`config.mk`:
```
export PLATFORM = sky130hd
export DESIGN_NAME = result_writeback_flat
export DESIGN_NICKNAME = d
export VERILOG_FILES = /design/src/rtl/result_writeback_if.sv /design/src/rtl/result_writeback.sv /design/src/flat_wrapper.sv
export SDC_FILE = /design/constraint.sdc
export NUM_CORES = 1
export LEC_CHECK = 0
export ABC_AREA = 0
export CAP_MARGIN = 20
export CELL_PAD_IN_SITES_DETAIL_PLACEMENT = 0
export CELL_PAD_IN_SITES_GLOBAL_PLACEMENT = 1
export CORE_ASPECT_RATIO = 0.9
export CORE_MARGIN = 3
export CORE_UTILIZATION = 34
export DETAILED_ROUTE_END_ITERATION = 16
export GPL_ROUTABILITY_DRIVEN = 1
export MAX_ROUTING_LAYER = met4
export PLACE_DENSITY_LB_ADDON = 0.05
export SYNTH_ARGS = -nofsm -noshare
export SYNTH_HDL_FRONTEND = slang
export SYNTH_SLANG_ARGS = --single-unit
```
`constraint.sdc`:
```
create_clock -name CLK -period 2.3 [get_ports CLK]
set_clock_uncertainty 0.2 [all_clocks]
set_input_delay 0.46 -clock CLK [delete_from_list [all_inputs] [get_ports CLK]]
set_output_delay 0.46 -clock CLK [all_outputs]
set_load 0.01 [all_outputs]
```
`src/rtl/result_writeback_if.sv`:
```
// ---------------------------------------------------------------------------
// result_writeback_if
//
// Bundles every non-clock/reset signal of result_writeback.
//   Control : WB_START, DIMEN[1:0], ADDRESS[3:0], WB_BUSY, WB_DONE
//   PE side : PE_VALID, PE_ACK, PE_DOUT_0..PE_DOUT_3 (32 bits each)
//   BRAM    : addrb[31:0], dinb[31:0], enb, web[3:0]
//   Option  : WB_CSUM[31:0], present only when WB_CHECKSUM_EN is defined
//
// Modports:
//   master - the environment (sequencer, PE array and BRAM observer)
//   slave  - the result_writeback block itself
// ---------------------------------------------------------------------------
interface result_writeback_if;

    logic        WB_START;
    logic [1:0]  DIMEN;
    logic [3:0]  ADDRESS;
    logic        PE_VALID;
    logic        PE_ACK;
    logic [31:0] PE_DOUT_0;
    logic [31:0] PE_DOUT_1;
    logic [31:0] PE_DOUT_2;
    logic [31:0] PE_DOUT_3;
    logic [31:0] addrb;
    logic [31:0] dinb;
    logic        enb;
    logic [3:0]  web;
    logic        WB_BUSY;
    logic        WB_DONE;
`ifdef WB_CHECKSUM_EN
    logic [31:0] WB_CSUM;
`endif

    modport master (
`ifdef WB_CHECKSUM_EN
        input  WB_CSUM,
`endif
        output WB_START, DIMEN, ADDRESS, PE_VALID,
        output PE_DOUT_0, PE_DOUT_1, PE_DOUT_2, PE_DOUT_3,
        input  PE_ACK, addrb, dinb, enb, web, WB_BUSY, WB_DONE
    );

    modport slave (
`ifdef WB_CHECKSUM_EN
        output WB_CSUM,
`endif
        input  WB_START, DIMEN, ADDRESS, PE_VALID,
        input  PE_DOUT_0, PE_DOUT_1, PE_DOUT_2, PE_DOUT_3,
        output PE_ACK, addrb, dinb, enb, web, WB_BUSY, WB_DONE
    );

endinterface

```
`src/rtl/result_writeback.sv`:
```
// ---------------------------------------------------------------------------
// result_writeback
//
// Drains processing-element results into a BRAM port B. A transfer of
// 2/4/8/16 words (DIMEN = 0/1/2/3) starts with a WB_START pulse in IDLE.
// Results arrive as groups of four lanes (PE_DOUT_0..3, qualified by
// PE_VALID and consumed with PE_ACK); each group is latched and then written
// one word per cycle to consecutive BRAM word addresses starting at ADDRESS.
// A 2-word transfer uses only lanes 0 and 1 of its single group.
//
// Ports:
//   CLK   - clock, rising edge active
//   RSTN  - asynchronous active-low reset
//   bus   - result_writeback_if.slave
//             WB_START, DIMEN, ADDRESS           : transfer request
//             PE_VALID, PE_ACK, PE_DOUT_0..3     : PE result handshake
//             addrb, dinb, enb, web              : BRAM write port
//             WB_BUSY, WB_DONE                   : status
//             WB_CSUM                            : XOR of written words
//
// Build option:
//   WB_CHECKSUM_EN - when defined, adds the WB_CSUM running XOR checksum
//                    (cleared at start, updated on every write, held after).
//
// Outputs other than PE_ACK are decoded purely from registered state, so
// they carry no combinational path from any input. PE_ACK mirrors PE_VALID
// while waiting for a group so the producer sees consumption in-cycle.
// ---------------------------------------------------------------------------
module result_writeback (
    input  logic                 CLK,
    input  logic                 RSTN,
    result_writeback_if.slave    bus
);

    typedef enum logic [1:0] {
        IDLE    = 2'd0,
        CAPTURE = 2'd1,
        WRITE   = 2'd2,
        DONE    = 2'd3
    } wb_state_t;

    // Running checksum update; XOR keeps the signature order-independent.
    function automatic logic [31:0] csum_fold(input logic [31:0] acc,
                                              input logic [31:0] word);
        csum_fold = acc ^ word;
    endfunction

    // Transfer length in words for a DIMEN code: 2 << dimen.
    function automatic logic [4:0] total_words(input logic [1:0] dimen);
        total_words = 5'd2 << dimen;
    endfunction

    wb_state_t   state_r;
    wb_state_t   state_nxt_s;

    logic [1:0]  dimen_r;
    logic [3:0]  addr_r;
    logic [4:0]  wcnt_r;
    logic [31:0] lane_r [4];

    logic [4:0]  total_s;
    logic [4:0]  wcnt_inc_s;
    logic [4:0]  addr_sum_s;
    logic        last_in_grp_s;
    logic        more_words_s;

    logic        pe_ack_s;
    logic        enb_s;
    logic [3:0]  web_s;
    logic [31:0] dinb_s;
    logic [31:0] addrb_s;

    // Transfer bookkeeping derived from the latched request and word count.
    always_comb begin
        total_s    = total_words(dimen_r);
        wcnt_inc_s = wcnt_r + 5'd1;
        // Five-bit sum so a base near the top of the 4-bit range carries
        // into bit 4 instead of wrapping back to low addresses.
        addr_sum_s = {1'b0, addr_r} + {1'b0, wcnt_r[3:0]};
        // A group ends on lane 3, or earlier when the transfer itself ends
        // (the 2-word case stops after lane 1).
        if ((wcnt_r[1:0] == 2'd3) || (wcnt_inc_s == total_s)) begin
            last_in_grp_s = 1'b1;
        end else begin
            last_in_grp_s = 1'b0;
        end
        if (total_s > wcnt_inc_s) begin
            more_words_s = 1'b1;
        end else begin
            more_words_s = 1'b0;
        end
    end

    // FSM state register.
    always_ff @(posedge CLK or negedge RSTN) begin
        if (!RSTN) begin
            state_r <= IDLE;
        end else begin
            state_r <= state_nxt_s;
        end
    end

    // FSM next-state logic.
    always_comb begin
        state_nxt_s = state_r;
        case (state_r)
            IDLE: begin
                if (bus.WB_START) begin
                    state_nxt_s = CAPTURE;
                end else begin
                    state_nxt_s = IDLE;
                end
            end
            CAPTURE: begin
                if (bus.PE_VALID) begin
                    state_nxt_s = WRITE;
                end else begin
                    state_nxt_s = CAPTURE;
                end
            end
            WRITE: begin
                if (last_in_grp_s) begin
                    if (more_words_s) begin
                        state_nxt_s = CAPTURE;
                    end else begin
                        state_nxt_s = DONE;
                    end
                end else begin
                    state_nxt_s = WRITE;
                end
            end
            DONE: begin
                // WB_START here is deliberately not looked at.
                state_nxt_s = IDLE;
            end
            default: begin
                state_nxt_s = IDLE;
            end
        endcase
    end

    // Output decode: BRAM port is quiet (all zero) outside WRITE.
    always_comb begin
        pe_ack_s = 1'b0;
        enb_s    = 1'b0;
        web_s    = 4'b0000;
        dinb_s   = 32'd0;
        addrb_s  = 32'd0;
        case (state_r)
            CAPTURE: begin
                pe_ack_s = bus.PE_VALID;
            end
            WRITE: begin
                enb_s   = 1'b1;
                web_s   = 4'b1111;
                dinb_s  = lane_r[wcnt_r[1:0]];
                addrb_s = {27'd0, addr_sum_s};
            end
            default: begin
                pe_ack_s = 1'b0;
            end
        endcase
    end

    // Request latch, word counter and lane registers.
    always_ff @(posedge CLK or negedge RSTN) begin
        if (!RSTN) begin
            dimen_r <= 2'd0;
            addr_r  <= 4'd0;
            wcnt_r  <= 5'd0;
            for (int i = 0; i < 4; i++) begin
                lane_r[i] <= 32'd0;
            end
        end else begin
            case (state_r)
                IDLE: begin
                    if (bus.WB_START) begin
                        dimen_r <= bus.DIMEN;
                        addr_r  <= bus.ADDRESS;
                        wcnt_r  <= 5'd0;
                    end else begin
                        wcnt_r  <= wcnt_r;
                    end
                end
                CAPTURE: begin
                    if (bus.PE_VALID) begin
                        lane_r[0] <= bus.PE_DOUT_0;
                        lane_r[1] <= bus.PE_DOUT_1;
                        lane_r[2] <= bus.PE_DOUT_2;
                        lane_r[3] <= bus.PE_DOUT_3;
                    end else begin
                        wcnt_r <= wcnt_r;
                    end
                end
                WRITE: begin
                    wcnt_r <= wcnt_inc_s;
                end
                default: begin
                    wcnt_r <= wcnt_r;
                end
            endcase
        end
    end

`ifdef WB_CHECKSUM_EN
    logic [31:0] csum_r;

    // Checksum of every word written in the current transfer.
    always_ff @(posedge CLK or negedge RSTN) begin
        if (!RSTN) begin
            csum_r <= 32'd0;
        end else begin
            case (state_r)
                IDLE: begin
                    if (bus.WB_START) begin
                        csum_r <= 32'd0;
                    end else begin
                        csum_r <= csum_r;
                    end
                end
                WRITE: begin
                    csum_r <= csum_fold(csum_r, dinb_s);
                end
                default: begin
                    csum_r <= csum_r;
                end
            endcase
        end
    end

    assign bus.WB_CSUM = csum_r;
`endif

    assign bus.PE_ACK  = pe_ack_s;
    assign bus.enb     = enb_s;
    assign bus.web     = web_s;
    assign bus.dinb    = dinb_s;
    assign bus.addrb   = addrb_s;
    assign bus.WB_BUSY = (state_r != IDLE);
    assign bus.WB_DONE = (state_r == DONE);

endmodule

```
`src/flat_wrapper.sv`:
```
// flat-port wrapper written by rule: the top's interface ports become plain ports
module result_writeback_flat 
  (CLK, RSTN, bus_WB_START, bus_DIMEN, bus_ADDRESS, bus_PE_VALID, bus_PE_DOUT_0, bus_PE_DOUT_1, bus_PE_DOUT_2, bus_PE_DOUT_3, bus_PE_ACK, bus_addrb, bus_dinb, bus_enb, bus_web, bus_WB_BUSY, bus_WB_DONE);
  result_writeback_if bus_i ();
  input  logic CLK;
  input  logic RSTN;
  input wire logic [$bits(bus_i.WB_START)-1:0] bus_WB_START;
  input wire logic [$bits(bus_i.DIMEN)-1:0] bus_DIMEN;
  input wire logic [$bits(bus_i.ADDRESS)-1:0] bus_ADDRESS;
  input wire logic [$bits(bus_i.PE_VALID)-1:0] bus_PE_VALID;
  input wire logic [$bits(bus_i.PE_DOUT_0)-1:0] bus_PE_DOUT_0;
  input wire logic [$bits(bus_i.PE_DOUT_1)-1:0] bus_PE_DOUT_1;
  input wire logic [$bits(bus_i.PE_DOUT_2)-1:0] bus_PE_DOUT_2;
  input wire logic [$bits(bus_i.PE_DOUT_3)-1:0] bus_PE_DOUT_3;
  output wire logic [$bits(bus_i.PE_ACK)-1:0] bus_PE_ACK;
  output wire logic [$bits(bus_i.addrb)-1:0] bus_addrb;
  output wire logic [$bits(bus_i.dinb)-1:0] bus_dinb;
  output wire logic [$bits(bus_i.enb)-1:0] bus_enb;
  output wire logic [$bits(bus_i.web)-1:0] bus_web;
  output wire logic [$bits(bus_i.WB_BUSY)-1:0] bus_WB_BUSY;
  output wire logic [$bits(bus_i.WB_DONE)-1:0] bus_WB_DONE;
  assign bus_i.WB_START = bus_WB_START;
  assign bus_i.DIMEN = bus_DIMEN;
  assign bus_i.ADDRESS = bus_ADDRESS;
  assign bus_i.PE_VALID = bus_PE_VALID;
  assign bus_i.PE_DOUT_0 = bus_PE_DOUT_0;
  assign bus_i.PE_DOUT_1 = bus_PE_DOUT_1;
  assign bus_i.PE_DOUT_2 = bus_PE_DOUT_2;
  assign bus_i.PE_DOUT_3 = bus_PE_DOUT_3;
  assign bus_PE_ACK = bus_i.PE_ACK;
  assign bus_addrb = bus_i.addrb;
  assign bus_dinb = bus_i.dinb;
  assign bus_enb = bus_i.enb;
  assign bus_web = bus_i.web;
  assign bus_WB_BUSY = bus_i.WB_BUSY;
  assign bus_WB_DONE = bus_i.WB_DONE;
  result_writeback u_core (.CLK(CLK), .RSTN(RSTN), .bus(bus_i));
endmodule
```
; Word-level counts from Yosys, hierarchy flattened
; Index checks and enable logic that the tools add are counted.
[word_totals]
register_bits = 141
input_bits = 138
out_inout_bits = 72
word_cells = 44
[op_classes]
addsub = 2
magnitude_cmp = 2
n_eq_ne = 6
shift = 1
n_mux = 17
n_bitwise = 1
reduce_logical = 7
[op_table]
columns = cell, count
row1 = 32-bit 2-to-1 mux, 3
row2 = 32-bit binary-select mux with 2-bit select, 1
row3 = 5-bit 2-to-1 mux, 2
row4 = 5-bit case mux with 2 select lines, 1
row5 = 2-bit case mux with 4 select lines, 1
row6 = "2-bit equality test, second input constant", 3
row7 = 2-bit 2-to-1 mux, 3
row8 = 2-bit AND reduction, 3
row9 = 4-bit by 4-bit adder with 5-bit output, 1
row10 = "5-bit by 1-bit adder with 5-bit output, second input constant", 1
row11 = 5-bit equality test, 1
row12 = 5-bit > comparator, 1
row13 = 1-bit 2-to-1 mux, 5
row14 = "2-bit by 2-bit left shift with 5-bit output, first input constant", 1
row15 = 4-bit 2-to-1 mux, 1
row16 = 2-bit nonzero test, 2
row17 = "3-bit >= comparator, second input constant", 1
row18 = 2-bit NOT with 3-bit output, 1
row19 = "2-bit by 1-bit equality test with 1-bit output, second input constant", 1
row20 = 2-bit logical NOT, 1
row21 = "2-bit inequality test, second input constant", 1
row22 = 1-bit logical OR, 1

; Longest topological paths before layout
[logic_depth]
depth_word = 6
mapped_depth = 8
ltp_nobuf = 7

; Worst setup path after synthesis
; Ideal clock, no wire load.
[synth_path]
path_type = register to output
from = register u_core.wcnt_r[0]
to = output bus_dinb[10]
arrival_ns = 1.522
t_required_ns = 1.640
setup_slack_ns = 0.118
stages_incl_launch_ff = 5
path_buffers = 2
path_cell_list = dfrtp_1 buf_2 buf_4 mux4_2 and2_1
[synth_via]
elab_chain_len = 5
[synth_rtl]
columns = item, line
row1 = "start, declared", result_writeback.sv:58  ; logic [4:0] wcnt_r;
row2 = "start signal, assigned", result_writeback.sv:182  ; wcnt_r <= wcnt_r;
row3 = "start signal, assigned", result_writeback.sv:192  ; wcnt_r <= wcnt_r;
row4 = "start signal, assigned", result_writeback.sv:196  ; wcnt_r <= wcnt_inc_s;
row5 = 2-bit NOT with 3-bit output (not written as such), result_writeback.sv:156  ; dinb_s = lane_r[wcnt_r[1:0]];
row6 = 32-bit binary-select mux with 2-bit select, result_writeback.sv:156
row7 = 32-bit 2-to-1 mux (not written as such) (2 in series), result_writeback.sv:156
row8 = 32-bit 2-to-1 mux, result_writeback.sv:149  ; case (state_r)
row9 = "end, declared", flat_wrapper.sv:17  ; output wire logic [$bits(bus_i.dinb)-1:0] bus_dinb;
; No other way between the ends. The select of a mux whose other input is x is not followed.

; Worst setup path in the final report
[layout_path]
from = register u_core.wcnt_r[0]
to = output bus_dinb[14]
; Same word-level chain as after synthesis.

==> results <==
state kept, by name (all words and copies together) (netlist names):
register and count:
u_core.state_r 2, u_core.addr_r 4, u_core.lane_r 128, u_core.dimen_r 2, u_core.wcnt_r 5
routing by layer:
layer  vias up  routed length (µm)  global-route usage (%)
li1       2017                   -                       -
met2       130                8140                    25.1
met1      2199                7640                    21.8
met4         0                 121                    4.47
met5         -                   0                       -
met3        10                 995                    4.63
kinds of logic (layout without fill, tap and decap cells):
logic type | count (synthesis) | after routing | synth area share, %
muxes | 168 | 168 | 32.9
xor gates and xnor gates | 4 | 4 | 0.512
other | 1 | 28 | 0.0548
adders and majority gates | 10 | 10 | 1.94
buffers and inverters | 63 | 259 | 6.55
and+or+nand+nor | 59 | 59 | 5.08
AOI/OAI and AO/OA | 15 | 15 | 1.43
DFF | 141 | 141 | 51.6
per-stage QoR:
| stage | total power [mW] | utilization, % | instance area, µm² | setup TNS (ns) | setup slack, ns |
|---|---|---|---|---|---|
| floorplan | 7.39 | - | 6940 | 0 | 0.118 |
| global placement | 9.07 | 46.2 | 8980 | -15.34 | -0.331 |
| detailed placement | 9.25 | 46.2 | 8980 | -17.20 | -0.334 |
| CTS | 12.5 | 50.6 | 9850 | -12.40 | -0.441 |
| global route | 13.4 | 51.0 | 9930 | -13.39 | -0.500 |
| finish | 12.5 | 51.0 | 9930 | -10.17 | -0.413 |
worst paths after layout:
| check | startpoint | end | slack [ns] | depth (start not counted) |
|---|---|---|---|---|
| worst max-delay path | u_core.wcnt_r[0]$_DFFE_PN0P_ | bus_dinb[14] | -0.41 | 6 |
| worst max register to register | u_core.wcnt_r[0]$_DFFE_PN0P_ | u_core.state_r[1]$_DFF_PN0_ | -0.12 | 9 |
| max in group asynchronous | RSTN | u_core.lane_r[27]$_DFFE_PN0P_ | 0.93 | 3 |
| min in group asynchronous | RSTN | u_core.lane_r[97]$_DFFE_PN0P_ | 0.35 | 2 |
| worst min register to register | u_core.lane_r[39]$_DFFE_PN0P_ | u_core.lane_r[39]$_DFFE_PN0P_ | 0.28 | 1 |
| worst min-delay path | u_core.lane_r[39]$_DFFE_PN0P_ | u_core.lane_r[39]$_DFFE_PN0P_ | 0.28 | 1 |
critical path: stages (launching register included):
cell	delay, ns
dfrtp_2	0.47
buf_8	0.16
buf_12	0.11
buf_12	0.12
mux4_2	0.50
and2_4	0.16
buf_6	0.11
synth_stat cells:
cell,count,area [µm²]
dfrtp_1,141,3530
mux2_1,134,1510
and2_1,37,231
buf_4,34,255
mux4_2,32,721
buf_6,10,113
clkbuf_1,9,33.8
ha_1,9,113
buf_2,7,35.0
nor2_1,6,22.5
a21oi_1,4,20.0
nand2_1,4,15.0
a21o_1,3,22.5
o22ai_1,3,18.8
inv_1,2,7.51
mux2i_1,2,20.0
nand2b_1,2,12.5
nand3_1,2,10.0
nor2b_1,2,12.5
nor3b_1,2,15.0
o21ai_1,2,10.0
xnor2_1,2,17.5
xor2_1,2,17.5
a211oi_1,1,7.51
a221o_1,1,10.0
a22o_1,1,8.76
and3_1,1,6.26
and3b_1,1,8.76
conb_1,1,3.75
fa_1,1,20.0
inv_2,1,3.75
nand3b_1,1,7.51
or2_1,1,6.26
timing repair:
item	4_1_cts	5_1_grt
pin swaps	37	5
gates resized for setup	221	33
endpoints found under the setup margin	46	41
hold buffers	1	0
buffers inserted	12	3
hold endpoints to repair	43	0
cloned	2	0
area by class of cell:
cell class / count / area (µm²)
Clock buffer: 18 / 429
Fill cell: 1696 / 9530
Inverter: 3 / 11.3
Multi-Input combinational cell: 283 / 3120
Sequential cell: 141 / 3530
Clock inverter: 13 / 143
Timing Repair Buffer: 225 / 2380
Antenna cell: 1 / 2.50
Tap cell: 250 / 313
power by group through the flow:
stage	Combinational (mW)	Clock (mW)	Sequential, mW
floorplan	3.24	0	4.15
global route	5.94	2.88	4.54
detailed placement	4.87	0	4.39
global placement	4.76	0	4.31
CTS	5.41	2.76	4.38
finish	5.43	2.68	4.38
==> results.ini <==
[layout]
final_nets=819
area_growth_pct=45.1
instances_no_fill=934
drive_gt1_share_pct=27.1
mostFrequentLayoutCells=dfrtp_1, clkdlybuf4s50_1, mux2_1, buf_6, mux4_2
final_common_cell=dfrtp_1

[synth]
syn_area_um2=6840
ys_warn_count=0
synth-seq-area-share_pct=51.6
ys_types=33
synth_seq_cells=141
synthCells=461
avgSynthCellArea_um2=14.8

[worst_setup_path]
worstSetupEndpointType=output port
crit_required_ns=1.64
crit_arrival_ns=2.05
path_max_fanout=6
worstSetupPathType=reg2out
start_kind=flop

[place]
port_buffers=182
dp.cells=887
dp_hpwl_um=11900
place.gp.congestion=0.747

[clock_tree]
clk_latency_ns=0.41
clk_path_buf_depth=2
cts_buffers=17
clock-sinks=141
clkSlewWorstSetupHoldPaths_ns=0.06
cts_tree=built
h-tree-depth=4
root_buffer=clkbuf_16

[global_routing]
grt_usage_pct=16.5
grt_overflow=0
grt_max_degree=51
antenna_found_initial=1
grt_pass1_vias=4711
grt_pass1_wl_um=26800

[status]
violations=negative setup slack
status=finished, violations left

[floorplanning]
start_util_pct=35.2
die_y_um=141
die_x_um=156
die_area_um2=21900
coreArea_um2=19500
row_count=48
pin_count=210

[pwr]
intPower_mw=8.71
p_sw_share_pct=30.3
p_sw_mw=3.78
comb_power_share_pct=43.5
max-vdd-ir-drop_uv=495
p_leak_nw=4.21
p_per_area_nw_per_um2=1260
pwr-share-clk_pct=21.5
seqPwrFrac_pct=35.0

[timing]
fmax_mhz=369
period_minus_slack_ns=2.71
hold_viol=0
fin_ws_ns=-0.413
rsz0062_at_grt=yes
drv_slew=0
setup_violations=37
fin_crit_sh_pct=118
hold_ws_ns=0.279

[detailed_routing]
route.vias.total=4356
drc_errors=0
drtIter0Drc=127
wl_um=16900
vias_per_cell=4.66
drtPass1Iterations=4
ant_nets=0
drt-wirelength-per-cell_um=18.1

[hold_path]
hp-class=reg2reg

[run]
maxCapViolCount=0

No activity file was read; power rests on OpenSTA's default activity.
==> patch, RTL diff (same flow settings) <==
Encoding of `wb_state_t`: now one-hot (4 bits for 4 states).
--- a/src/rtl/result_writeback.sv
+++ b/src/rtl/result_writeback.sv
@@ -33,9 +33,9 @@
 );
 
-    typedef enum logic [1:0] {
-        IDLE    = 2'd0,
-        CAPTURE = 2'd1,
-        WRITE   = 2'd2,
-        DONE    = 2'd3
+    typedef enum logic [3:0] {
+        IDLE    = 4'b0001,
+        CAPTURE = 4'b0010,
+        WRITE   = 4'b0100,
+        DONE    = 4'b1000
     } wb_state_t;
 
Behaviour: no difference found for any inputs over 4 cycles, from zero or initial values and one cycle with RSTN low; so few cycles prove little.
==> patch against the original RTL <==
Wire length is 3.5% higher; the flow still finishes with violations (setup timing); sequential cell count is 2 higher; maximum frequency rose by 2.7%; design area rose by 5.3%; highest routed layer unchanged; power is 13% lower; critical path depth is the same; setup slack gained 70 ps; largest cell class unchanged; synthesized area is 2.1% higher; largest power group is now registers.
==> patch: results (changes against the original RTL) <==
- Post-CTS Setup Bufs: 15 (+3)
- DP Area: 9160 um2 (+2.0%)
- Largest net degree at the start of global routing: 67 (+31%)
- Compound-cell area share of the yosys netlist: 0.0161 (+0.00186)
- Met1 Use GR: 0.207 (-0.0109)
- Diode count: 0 (-1)
- DRT iter0 DRCs: 161 (+27%)
- Largest cells by area after synthesis: dfrtp_1 51%, mux2_2 13%, mux4_2 10%
- Total GRT Usage: 0.162 (-0.00246)
- Worst Slack Setup Final: -342 ps (+70.5 ps)
- Fillers: 1716 (+1.2%)
- DP HPWL: 11800 um (-0.75%)
- XOR/XNOR Fraction of Synth Area: 0.00627 (+0.00115)
- Layout Cells excl Fill: 971 (+4.0%)
- Peak VDD IR: 534 uV (+7.9%)
- WP data arrival: 1980 ps (-70 ps)
- Met3 GRT Util: 0.0538 (+0.00747)
- Cts repair resizes: 222 (+0.45%)
- Vias/cell: 4.73 (+1.4%)
- Grt met2 use: 0.250 (-0.000799)
- Routability cong.: 0.744 (-0.29%)
- Mux share of post-synthesis cell area: 0.322 (-0.00677)
- Top flop regs: u_core.lane_r (128), u_core.wcnt_r (5)
- WL final: 17500 um (+3.5%)
- First-pass GRT wire length: 26700 um (-0.26%)
- Share of layout cells above drive strength 1: 0.430 (+0.159)
- Syn Inst Count: 469 (+1.7%)
- Placed insts: 904 (+1.9%)
- Post-synthesis sequential area ratio: 0.512 (-0.00328)
- Worst-path maximum fanout: 8 (+2)
- Final number of setup-violating endpoints: 42 (+14%)
- Failing checks: setup timing
- Status: finished with violations
- Fin Setup TNS: -11210 ps (-1050 ps)
- Synth unique cells: 40 (+21%)
- Leakage: 4.55 nW (+8.0%)
- Initial antenna violation count: 0 (-1)
- Dpl ws: -322 ps (+12.6 ps)
- Top cells by count, synth: 142 x dfrtp_1, 80 x mux2_2, 54 x mux2_1
- Nets: 851 (+3.9%)
## patch: changes by cell type in the layout (fill, tap and decap cells not counted), sizes merged, moves of 3 or more
cell,delta
clkbuf,+4
clkinv,-3
buf,+25
clkdlybuf4s15,-5
## patch: cell type report
type / count / area, um2 / share of cell area
inverter: 3 / 23.8 / 0.00227
multi-input combinational: 290 / 3230 / 0.309
timing repair buffer: 248 / 2670 / 0.255
clock buffer: 18 / 429 / 0.0411
clock inverter: 14 / 204 / 0.0195
tap: 255 / 319 / 0.0305
sequential: 143 / 3580 / 0.343
## patch: kinds of logic after synthesis
kind of cell	Yosys count
multiplexers	168
flip-flops	143
other	1
AND/OR/NAND/NOR	62
AO/OA/AOI/OAI	18
XOR/XNOR	5
adder cells (fa/ha/maj)	10
buffers and inverters	62
## patch: routing by layer
metal	part of all wire	up-vias
met5	0	-
met4	0.011	0
met3	0.065	16
met2	0.48	136
met1	0.44	2331
li1	-	2108
## patch: worst register-to-register path, delay by kind of cell, from the launching register on
kind            cells  cell delay (ps)
compound gates      3              480
xor+xnor            1              120
fa+ha+maj           2              470
buf+inv             4              500
flops               1              430
## patch: path summary, 6_finish.rpt
kind / start / endpoint / slack [ps] / depth (start not counted)
max in group asynchronous: RSTN / u_core.lane_r[12] / 890 / 3
min in group asynchronous: RSTN / u_core.lane_r[83] / 330 / 2
worst min register to register: u_core.lane_r[110] / u_core.lane_r[110] / 290 / 1
worst max register to register: u_core.wcnt_r[1] / u_core.state_r[1] / 10 / 10
worst max-delay path: u_core.wcnt_r[0] / bus_dinb[15] / -340 / 6
worst min-delay path: u_core.lane_r[110] / u_core.lane_r[110] / 290 / 1
## patch: where the power goes
part	internal, mW	switching (mW)
Clock	1.84	1.12
Sequential	3.72	0.587
Combinational	2.37	1.21
